`config.mk`:
```
export PLATFORM = sky130hd
export DESIGN_NAME = decodeur_iq_flat
export DESIGN_NICKNAME = d
export VERILOG_FILES = /design/src/rtl/codiq_pkg.sv /design/src/rtl/decodeur_iq_if.sv /design/src/rtl/iq_integrator.sv /design/src/rtl/decodeur_iq.sv /design/src/flat_wrapper.sv
export SDC_FILE = /design/constraint.sdc
export NUM_CORES = 1
export LEC_CHECK = 0
export BUFFER_PORTS_ARGS = -buffer_cell sky130_fd_sc_hd__clkbuf_2
export CORE_MARGIN = 3
export CORE_UTILIZATION = 45
export DETAILED_ROUTE_END_ITERATION = 6
export PLACE_DENSITY_LB_ADDON = 0.08
export SLEW_MARGIN = 20
export SYNTH_ARGS = -nofsm -noshare
export SYNTH_HDL_FRONTEND = slang
export SYNTH_SLANG_ARGS = --single-unit
```
`constraint.sdc`:
```
create_clock -name clk -period 3 [get_ports clk]
set_input_delay 0.3 -clock clk [delete_from_list [all_inputs] [get_ports clk]]
set_output_delay 0.3 -clock clk [all_outputs]
set_load 0.01 [all_outputs]
```
`src/rtl/codiq_pkg.sv`:
```
// Shared types and constants for the O-QPSK IQ coder/decoder pair.
package codiq_pkg;
  localparam int IQ_W      = 4;
  localparam int ACC_W     = 9;
  localparam int SPC_DEF   = 25;
  localparam int E_ON_DEF  = 4;
  localparam int E_OFF_DEF = 40;

  // Differential reference of the Q rail at the start of every burst.
  localparam logic Q_REF_SIGN = 1'b1;

  typedef logic signed [IQ_W-1:0]  iq_sample_t;
  typedef logic signed [ACC_W-1:0] iq_acc_t;
  typedef enum logic {IDLE, TRACK} dec_state_t;

  function automatic logic [ACC_W-1:0] acc_mag(input iq_acc_t x);
    iq_acc_t m;
    m = (x < 0) ? -x : x;
    return unsigned'(m);
  endfunction

  // |I|+|Q| with one guard bit so that |-8| is representable.
  function automatic logic [IQ_W:0] iq_energy(input iq_sample_t i, input iq_sample_t q);
    logic signed [IQ_W:0] ie;
    logic signed [IQ_W:0] qe;
    ie = {i[IQ_W-1], i};
    qe = {q[IQ_W-1], q};
    ie = (ie < 0) ? -ie : ie;
    qe = (qe < 0) ? -qe : qe;
    return unsigned'(ie) + unsigned'(qe);
  endfunction
endpackage

```
`src/rtl/decodeur_iq_if.sv`:
```
// Sample input and decoded-bit output bundle of the IQ chip decoder.
interface decodeur_iq_if;
  import codiq_pkg::*;

  logic       en_adc;
  iq_sample_t IBB_in;
  iq_sample_t QBB_in;
  logic       b_out;
  logic       b_valid;
  logic       locked;

  modport master (output en_adc, IBB_in, QBB_in, input b_out, b_valid, locked);
  modport slave  (input en_adc, IBB_in, QBB_in, output b_out, b_valid, locked);
endinterface

```
`src/rtl/iq_integrator.sv`:
```
// Integrate-and-dump accumulator for one rail; clr has priority over add.
module iq_integrator
  import codiq_pkg::*;
(
  input  logic       clk,
  input  logic       resetn,
  input  logic       clr,
  input  logic       add,
  input  iq_sample_t sample,
  output iq_acc_t    sum
);
  iq_acc_t sum_d;
  iq_acc_t sum_q;

  always_comb begin
    sum_d = sum_q;
    if (clr) begin
      sum_d = '0;
    end else if (add) begin
      sum_d = sum_q + iq_acc_t'(sample);
    end
  end

  always_ff @(posedge clk or negedge resetn) begin
    if (!resetn) begin
      sum_q <= '0;
    end else begin
      sum_q <= sum_d;
    end
  end

  assign sum = sum_q;
endmodule

```
`src/rtl/decodeur_iq.sv`:
```
// O-QPSK chip decoder: energy trigger, per-chip rail integration and
// differential bit recovery with a registered one-cycle valid strobe.
module decodeur_iq
  import codiq_pkg::*;
#(
  parameter int SPC   = SPC_DEF,
  parameter int E_ON  = E_ON_DEF,
  parameter int E_OFF = E_OFF_DEF
) (
  input  logic          clk,
  input  logic          resetn,
  decodeur_iq_if.slave  bus
);
  localparam int                CNT_W    = $clog2(SPC);
  localparam int                EN_W     = IQ_W + 1;
  localparam logic [CNT_W-1:0]  CNT_LAST = CNT_W'(SPC - 1);
  localparam logic [EN_W-1:0]   E_ON_V   = EN_W'(E_ON);
  localparam logic [ACC_W-1:0]  E_OFF_V  = ACC_W'(E_OFF);

  dec_state_t       state_d, state_q;
  logic [CNT_W-1:0] cnt_d, cnt_q;
  logic             rail_d, rail_q;    // 0: I rail, 1: Q rail
  logic             first_d, first_q;  // chip 0 of the burst still pending
  logic             b_d, b_q;
  logic             vld_d, vld_q;
  logic             si_d, si_q;
  logic             sq_d, sq_q;

  iq_sample_t smp_i, smp_q, act_smp;
  iq_acc_t    sum_i, sum_q, act_sum, chip_sum;
  logic       s_dec, same;
  logic       add_i, add_q, clr_acc;

  assign smp_i = bus.IBB_in;
  assign smp_q = bus.QBB_in;

  iq_integrator u_int_i (
    .clk(clk), .resetn(resetn), .clr(clr_acc), .add(add_i), .sample(smp_i), .sum(sum_i)
  );
  iq_integrator u_int_q (
    .clk(clk), .resetn(resetn), .clr(clr_acc), .add(add_q), .sample(smp_q), .sum(sum_q)
  );

  // The decision includes the chip's last sample, which never lands in the accumulator.
  assign act_smp  = rail_q ? smp_q : smp_i;
  assign act_sum  = rail_q ? sum_q : sum_i;
  assign chip_sum = act_sum + iq_acc_t'(act_smp);
  assign s_dec    = ~chip_sum[ACC_W-1];
  assign same     = s_dec ~^ (rail_q ? sq_q : si_q);

  always_comb begin
    state_d = state_q;
    cnt_d   = cnt_q;
    rail_d  = rail_q;
    first_d = first_q;
    b_d     = b_q;
    vld_d   = 1'b0;
    si_d    = si_q;
    sq_d    = sq_q;
    add_i   = 1'b0;
    add_q   = 1'b0;
    clr_acc = 1'b0;
    case (state_q)
      IDLE: begin
        if (bus.en_adc && (iq_energy(smp_i, smp_q) >= E_ON_V)) begin
          state_d = TRACK;
          cnt_d   = CNT_W'(1);
          rail_d  = 1'b0;
          first_d = 1'b1;
          sq_d    = Q_REF_SIGN;
          add_i   = 1'b1;
        end
      end
      TRACK: begin
        if (bus.en_adc) begin
          if (cnt_q == CNT_LAST) begin
            cnt_d   = '0;
            clr_acc = 1'b1;
            if (acc_mag(chip_sum) < E_OFF_V) begin
              state_d = IDLE;
              rail_d  = 1'b0;
            end else begin
              vld_d   = 1'b1;
              rail_d  = ~rail_q;
              first_d = 1'b0;
              b_d     = first_q ? s_dec : (b_q ^ same);
              if (rail_q) sq_d = s_dec;
              else        si_d = s_dec;
            end
          end else begin
            cnt_d = cnt_q + 1'b1;
            add_i = ~rail_q;
            add_q = rail_q;
          end
        end
      end
      default: state_d = IDLE;
    endcase
  end

  always_ff @(posedge clk or negedge resetn) begin
    if (!resetn) begin
      state_q <= IDLE;
      cnt_q   <= '0;
      rail_q  <= 1'b0;
      first_q <= 1'b0;
      b_q     <= 1'b0;
      vld_q   <= 1'b0;
      si_q    <= 1'b0;
      sq_q    <= Q_REF_SIGN;
    end else begin
      state_q <= state_d;
      cnt_q   <= cnt_d;
      rail_q  <= rail_d;
      first_q <= first_d;
      b_q     <= b_d;
      vld_q   <= vld_d;
      si_q    <= si_d;
      sq_q    <= sq_d;
    end
  end

  assign bus.b_out   = b_q;
  assign bus.b_valid = vld_q;
  assign bus.locked  = (state_q == TRACK);
endmodule

```
`src/flat_wrapper.sv`:
```
// flat-port wrapper written by rule: the top's interface ports become plain ports
module decodeur_iq_flat import codiq_pkg::*;
#(
  parameter int SPC   = SPC_DEF,
  parameter int E_ON  = E_ON_DEF,
  parameter int E_OFF = E_OFF_DEF
)
  (clk, resetn, bus_en_adc, bus_IBB_in, bus_QBB_in, bus_b_out, bus_b_valid, bus_locked);
  decodeur_iq_if bus_i ();
  input  logic clk;
  input  logic resetn;
  input wire logic [$bits(bus_i.en_adc)-1:0] bus_en_adc;
  input wire logic [$bits(bus_i.IBB_in)-1:0] bus_IBB_in;
  input wire logic [$bits(bus_i.QBB_in)-1:0] bus_QBB_in;
  output wire logic [$bits(bus_i.b_out)-1:0] bus_b_out;
  output wire logic [$bits(bus_i.b_valid)-1:0] bus_b_valid;
  output wire logic [$bits(bus_i.locked)-1:0] bus_locked;
  assign bus_i.en_adc = bus_en_adc;
  assign bus_i.IBB_in = bus_IBB_in;
  assign bus_i.QBB_in = bus_QBB_in;
  assign bus_b_out = bus_i.b_out;
  assign bus_b_valid = bus_i.b_valid;
  assign bus_locked = bus_i.locked;
  decodeur_iq #(.SPC(SPC), .E_ON(E_ON), .E_OFF(E_OFF)) u_core (.clk(clk), .resetn(resetn), .bus(bus_i));
endmodule
```
Yosys cells after proc, flatten, opt, wreduce, memory -nomap -nowiden
Cells that the tools add are included.
Storage, ports and cells
  register bits after elaboration: 30
  bits of input ports: 11
  output and inout port bits: 3
Cells by class
  $add $sub $neg: 8
  magnitude comparators: 5
  eq/ne operators: 6
  multiplexer cells: 47
  bitwise operators: 6
  reductions and logical operators: 9
Operators with widths (number)
  9-bit two-way mux: 6
  1-bit two-way mux: 29
  9-bit by 4-bit adder with 9-bit output: 3
  5-bit two-way mux: 5
  4-bit negation with 5-bit output: 2
  1-bit one-hot mux with 2 select lines: 5
  5-bit one-hot mux with 2 select lines: 1
  5-bit AND reduction: 2
  9-bit by 1-bit < comparator with 1-bit output (second input constant): 1
  9-bit by 6-bit < comparator with 1-bit output (second input constant): 1
  9-bit negation: 1
  4-bit by 1-bit < comparator with 1-bit output (second input constant): 2
  2-bit inequality test (second input constant): 4
  4-bit AND reduction: 2
  5-bit by 1-bit adder with 5-bit output (second input constant): 1
  5-bit adder: 1
  5-bit equality test (second input constant): 1
  5-bit by 3-bit greater-or-equal comparator with 1-bit output (second input constant): 1
  4-bit two-way mux: 1
  1-bit NOT: 4
  2-bit nonzero test: 2
  3-bit AND reduction: 1
  2-bit by 1-bit inequality test with 1-bit output (second input constant): 1
  2-bit AND reduction: 1
  3 further kinds: 3

Longest topological paths before layout
  depth after elaboration: 9
  depth in mapped cells: 13
  mapped depth without buffers: 13

By module
From an unflattened synthesis, not the netlist that was laid out.
Unflattened totals
  cell total of the unflattened synthesis: 333
  area, all modules: 2979.1 um2
By module, submodules not included
  iq_integrator: instances 2, cells an instance 80, area each 754.5 um2, sequential area each 225.2 um2
  decodeur_iq: instances 1, cells an instance 173, area each 1470.2 um2, sequential area each 301.5 um2

Least setup slack after synthesis
OpenSTA, ideal clock, no wires.
  path kind: register to register
  start point: reg u_core.rail_q
  end point: reg u_core.si_q
  library setup time: 0.125 ns
  arrival time: 3.104 ns
  required time: 2.875 ns
  path slack: -0.229 ns
  stages on the path, launching flop included: 12
  path buffers: 2
  clock period less this slack: 3.229 ns
  path through: dfrtp_1 > buf_4 > clkbuf_1 > o21ai_0 > ha_1 > a21o_1 > or3_4 > a221oi_4 > a211oi_1 > a2bb2oi_4 > o211ai_2 > mux2_4
On the way
  longest elaborated chain between the ends: 7
RTL lines
  from (decl): RTL line decodeur_iq.sv:22  | logic rail_d, rail_q;
  from (signal assigned): RTL line decodeur_iq.sv:114  | rail_q <= rail_d;
  9-bit two-way mux / 4-bit two-way mux (equally long branches): RTL line decodeur_iq.sv:46, decodeur_iq.sv:45
  9-bit by 4-bit adder with 9-bit output: RTL line decodeur_iq.sv:47  | assign chip_sum = act_sum + iq_acc_t'(act_smp);
  9-bit negation / 9-bit by 1-bit < comparator with 1-bit output (equally long branches): RTL line codiq_pkg.sv:18  | m = (x < 0) ? -x : x;
  9-bit two-way mux: RTL line codiq_pkg.sv:18
  9-bit by 6-bit < comparator with 1-bit output: RTL line decodeur_iq.sv:79  | if (acc_mag(chip_sum) < E_OFF_V) begin
  1-bit NOT (no source line)
  5-bit AND reduction (no source line)
  to (signal assigned): RTL line decodeur_iq.sv:118  | si_q <= si_d;
  to (decl): RTL line decodeur_iq.sv:26  | logic si_d, si_q;
Parallel ways exist; a longest one is shown, timed or not.
A chain may end at the register's enable or synchronous reset.

Worst setup path after layout
Same ends and word-level chain as after synthesis.

==> results_dict.tcl <==
set metrics [dict create \
    finalSetupTns_ps -18.30 \
    io_buffer_count 13 \
    dr_total_vias 2417 \
    synth_top_area_share 0.2565 \
    grt_pass1_vias 2324 \
    vias_per_cell 5.531 \
    worst_slack_ps -18.30 \
    finalInstanceArea_um2 3392 \
    dieWidth_um 85.29 \
    path_buf_inv 1 \
    r2r_start "u_core.rail_q$_DFFE_PN0P_" \
    ys_warn_count 0 \
    dr.pass1.iters 4 \
    hold_viol_final 0 \
    synth_edf_count 0 \
    reg2reg_depth 10 \
    clock_latency_ps 280 \
    ys_seq_area_frac 0.2658 \
    die_h_um 85.29 \
    drc_errors 0 \
    clockRootBuffer "clkbuf_8" \
    finalClockSkew_ps 6.486 \
    p_leak_nw 1.613 \
    grt_first_pass_wirelength_um 11100 \
    path_cells "buf_4, mux2_2, ha_2, nor2b_1, a221oi_1, and3_4, o21ai_1, a211oi_4, o211ai_2, mux2_4" \
    placed_area_um2 3234 \
    crit_slowest_cell "dfrtp_2" \
    utilization 0.5662 \
    wl_per_cell_um 15.23 \
    total_power_mw 4.614 \
    syn-cell-area_um2 2829 \
    synthTopCellsByArea "dfrtp_1 26%, ha_1 14%, nand2_1 4.8%, mux2_2 4.4%, xnor2_1 4.3%" \
    cts_tree "yes" \
    post-route-period-util 1.006 \
    final_cells 437 \
    core_area_um2 5991 \
    clkTransAtPathRegs_ps 70 \
    drt_wl_total_um 6657 \
    rrSetupSlack_ps -20 \
    cts_buffer_depth 2 \
    grt_overflow 0 \
    slew_viol_final 0 \
    placed_cells 429 \
    violations "negative setup slack" \
    synth-async-reset-ratio 1.000 \
    max_freq_mhz 331.3 \
    relSlewSlack 0.4674 \
    hold_path.class "primary input to async pin" \
    gp_congestion 0.8252 \
    outcome "finished, violations left" \
    cts_hold_buf 0 \
    ys.flop_type "dfrtp_1" \
    required_ps 3160 \
    setup_violations 1 \
    yosys.area.top_type "dfrtp_1" \
    antennaDiodeCount 0 \
    peakVddDrop_v 0.0007592 \
    syn_area_per_cell_um2 8.981 \
    syn-instance-count 315 \
    syn_to_final_growth_pct 19.90 \
    r2r-end "u_core.si_q$_DFFE_PN0P_" \
    grt_setup_unrepaired "true" \
    maxCapViolCount 0 \
    ys_seq_elements 30 \
    syn-num-nets 362 \
    synthTopCellsByCount "36 x nand2_1, 32 x ha_1, 29 x dfrtp_1" \
    cts_setup_buffers 0 \
    dp_hpwl_um 5338 \
    crit_family "compound AO/OA/AOI/OAI gates" \
    grt_max_degree 31 \
    end_kind "flop" \
    num_rows 28 \
    htreeDepth 2 \
    drtIter0Drc 80 \
    start_kind "flop" \
    cp_max_fo 7 \
    track_usage 0.1895 \
    fin_nets 408 \
    p_per_area_nw_per_um2 1360 \
    synth_cell_types 53 \
    cp_slowest_stage_delay_ps 440 \
    cts_buffers 5 \
    antenna_left 0 \
    dp_slack_ps -144.0 \
    dieArea_um2 7274 \
    drive_gt1_frac 0.2569 \
    period_minus_slack_ps 3018 \
    path_class "flop to flop" \
    fin_hold_ws_ps 94.11 \
    initial_core_util 0.4722 \
    io-pin-count 14 \
    yosysMostFrequentCell "nand2_1" \
    antenna_found_initial 0 \
    tightest_slew_ps 799.0 \
    cts_sinks 30 \
    cp.arrival_ps 3180 \
]
-- routing by layer --
metal  GRT usage  routed length [µm]  part of all wire
met1      0.2625                3260              0.49
met2      0.3107                3193              0.48
met3     0.03398                 172             0.026
met4     0.03741                  31            0.0047
met5           0                   0                 0
-- flip-flops by register name (all words and copies together), names as in the netlist --
signal / cells
u_core.u_int_i.sum: 9
u_core.u_int_q.sum: 9
u_core.cnt_q: 5
u_core.bus.b_out: 1
u_core.bus.b_valid: 1
u_core.bus.locked: 1
u_core.first_q: 1
u_core.rail_q: 1
u_core.si_q: 1
u_core.sq_q: 1
-- logic make-up (layout without fill, tap and decap cells) --
kind of cell             after synthesis  count (layout)  synth area share
XOR/XNOR                              20              20           0.06192
buffers and inverters                 25              72           0.03450
multiplexers                          15              15           0.05971
AND/OR/NAND/NOR                       88              88            0.1535
adder cells (fa/ha/maj)               36              36            0.1698
flip-flops                            30              30            0.2658
AO/OA/AOI/OAI                        101             101            0.2548
-- placed cells by master (no fill, tap or decap), drive strengths merged, types with 11 or more instances in the layout --
cell type	instances
buf	31
xnor2	14
mux2	12
ha	32
clkbuf	20
dfrtp	29
nand2	36
a21oi	21
inv	20
o21ai	23
a21o	11
-- worst max-delay path by stage --
stage               slack, ps  cells past startpoint                 endpoint                       from
floorplan                   1                     11  u_core.si_q$_DFFE_PN0P_  u_core.rail_q$_DFFE_PN0P_
global placement         -110                     10  u_core.si_q$_DFFE_PN0P_  u_core.rail_q$_DFFE_PN0P_
detailed placement       -140                     10  u_core.si_q$_DFFE_PN0P_  u_core.rail_q$_DFFE_PN0P_
CTS                       -60                     10  u_core.si_q$_DFFE_PN0P_  u_core.rail_q$_DFFE_PN0P_
global route             -180                     11  u_core.si_q$_DFFE_PN0P_  u_core.rail_q$_DFFE_PN0P_
finish                    -20                     10  u_core.si_q$_DFFE_PN0P_  u_core.rail_q$_DFFE_PN0P_
-- power by group --
| part | switching, mW | leakage (nW) | internal [mW] |
|---|---|---|---|
| sequential | 0.184 | 0.359 | 0.591 |
| combinational | 1.76 | 1.21 | 1.74 |
| clock | 0.158 | 0.0482 | 0.185 |
| total | 2.10 | 1.61 | 2.52 |
-- area by class of cell --
| cell class | count | area [µm²] |
|---|---|---|
| fill | 557 | 2599 |
| multi-input combinational | 260 | 2077 |
| clock inverter | 1 | 5.005 |
| timing repair buffer | 44 | 301.5 |
| clock buffer | 7 | 86.33 |
| inverter | 20 | 75.07 |
| sequential | 30 | 753.2 |
| tap | 75 | 93.84 |
-- timing repair --
action	in CTS	in global routing
resized for setup	2	17
pin swaps	2	5
setup endpoints to repair	6	7
-- worst register-to-register path, delay by kind of cell (launching register included) --
kind | cells | cell delay (ps)
flip-flops | 1 | 440
buffers and inverters | 1 | 190
AND/OR/NAND/NOR | 2 | 330
adder cells (fa/ha/maj) | 1 | 390
multiplexers | 2 | 680
AO/OA/AOI/OAI | 4 | 880
No activity file was read; power rests on OpenSTA's default activity.
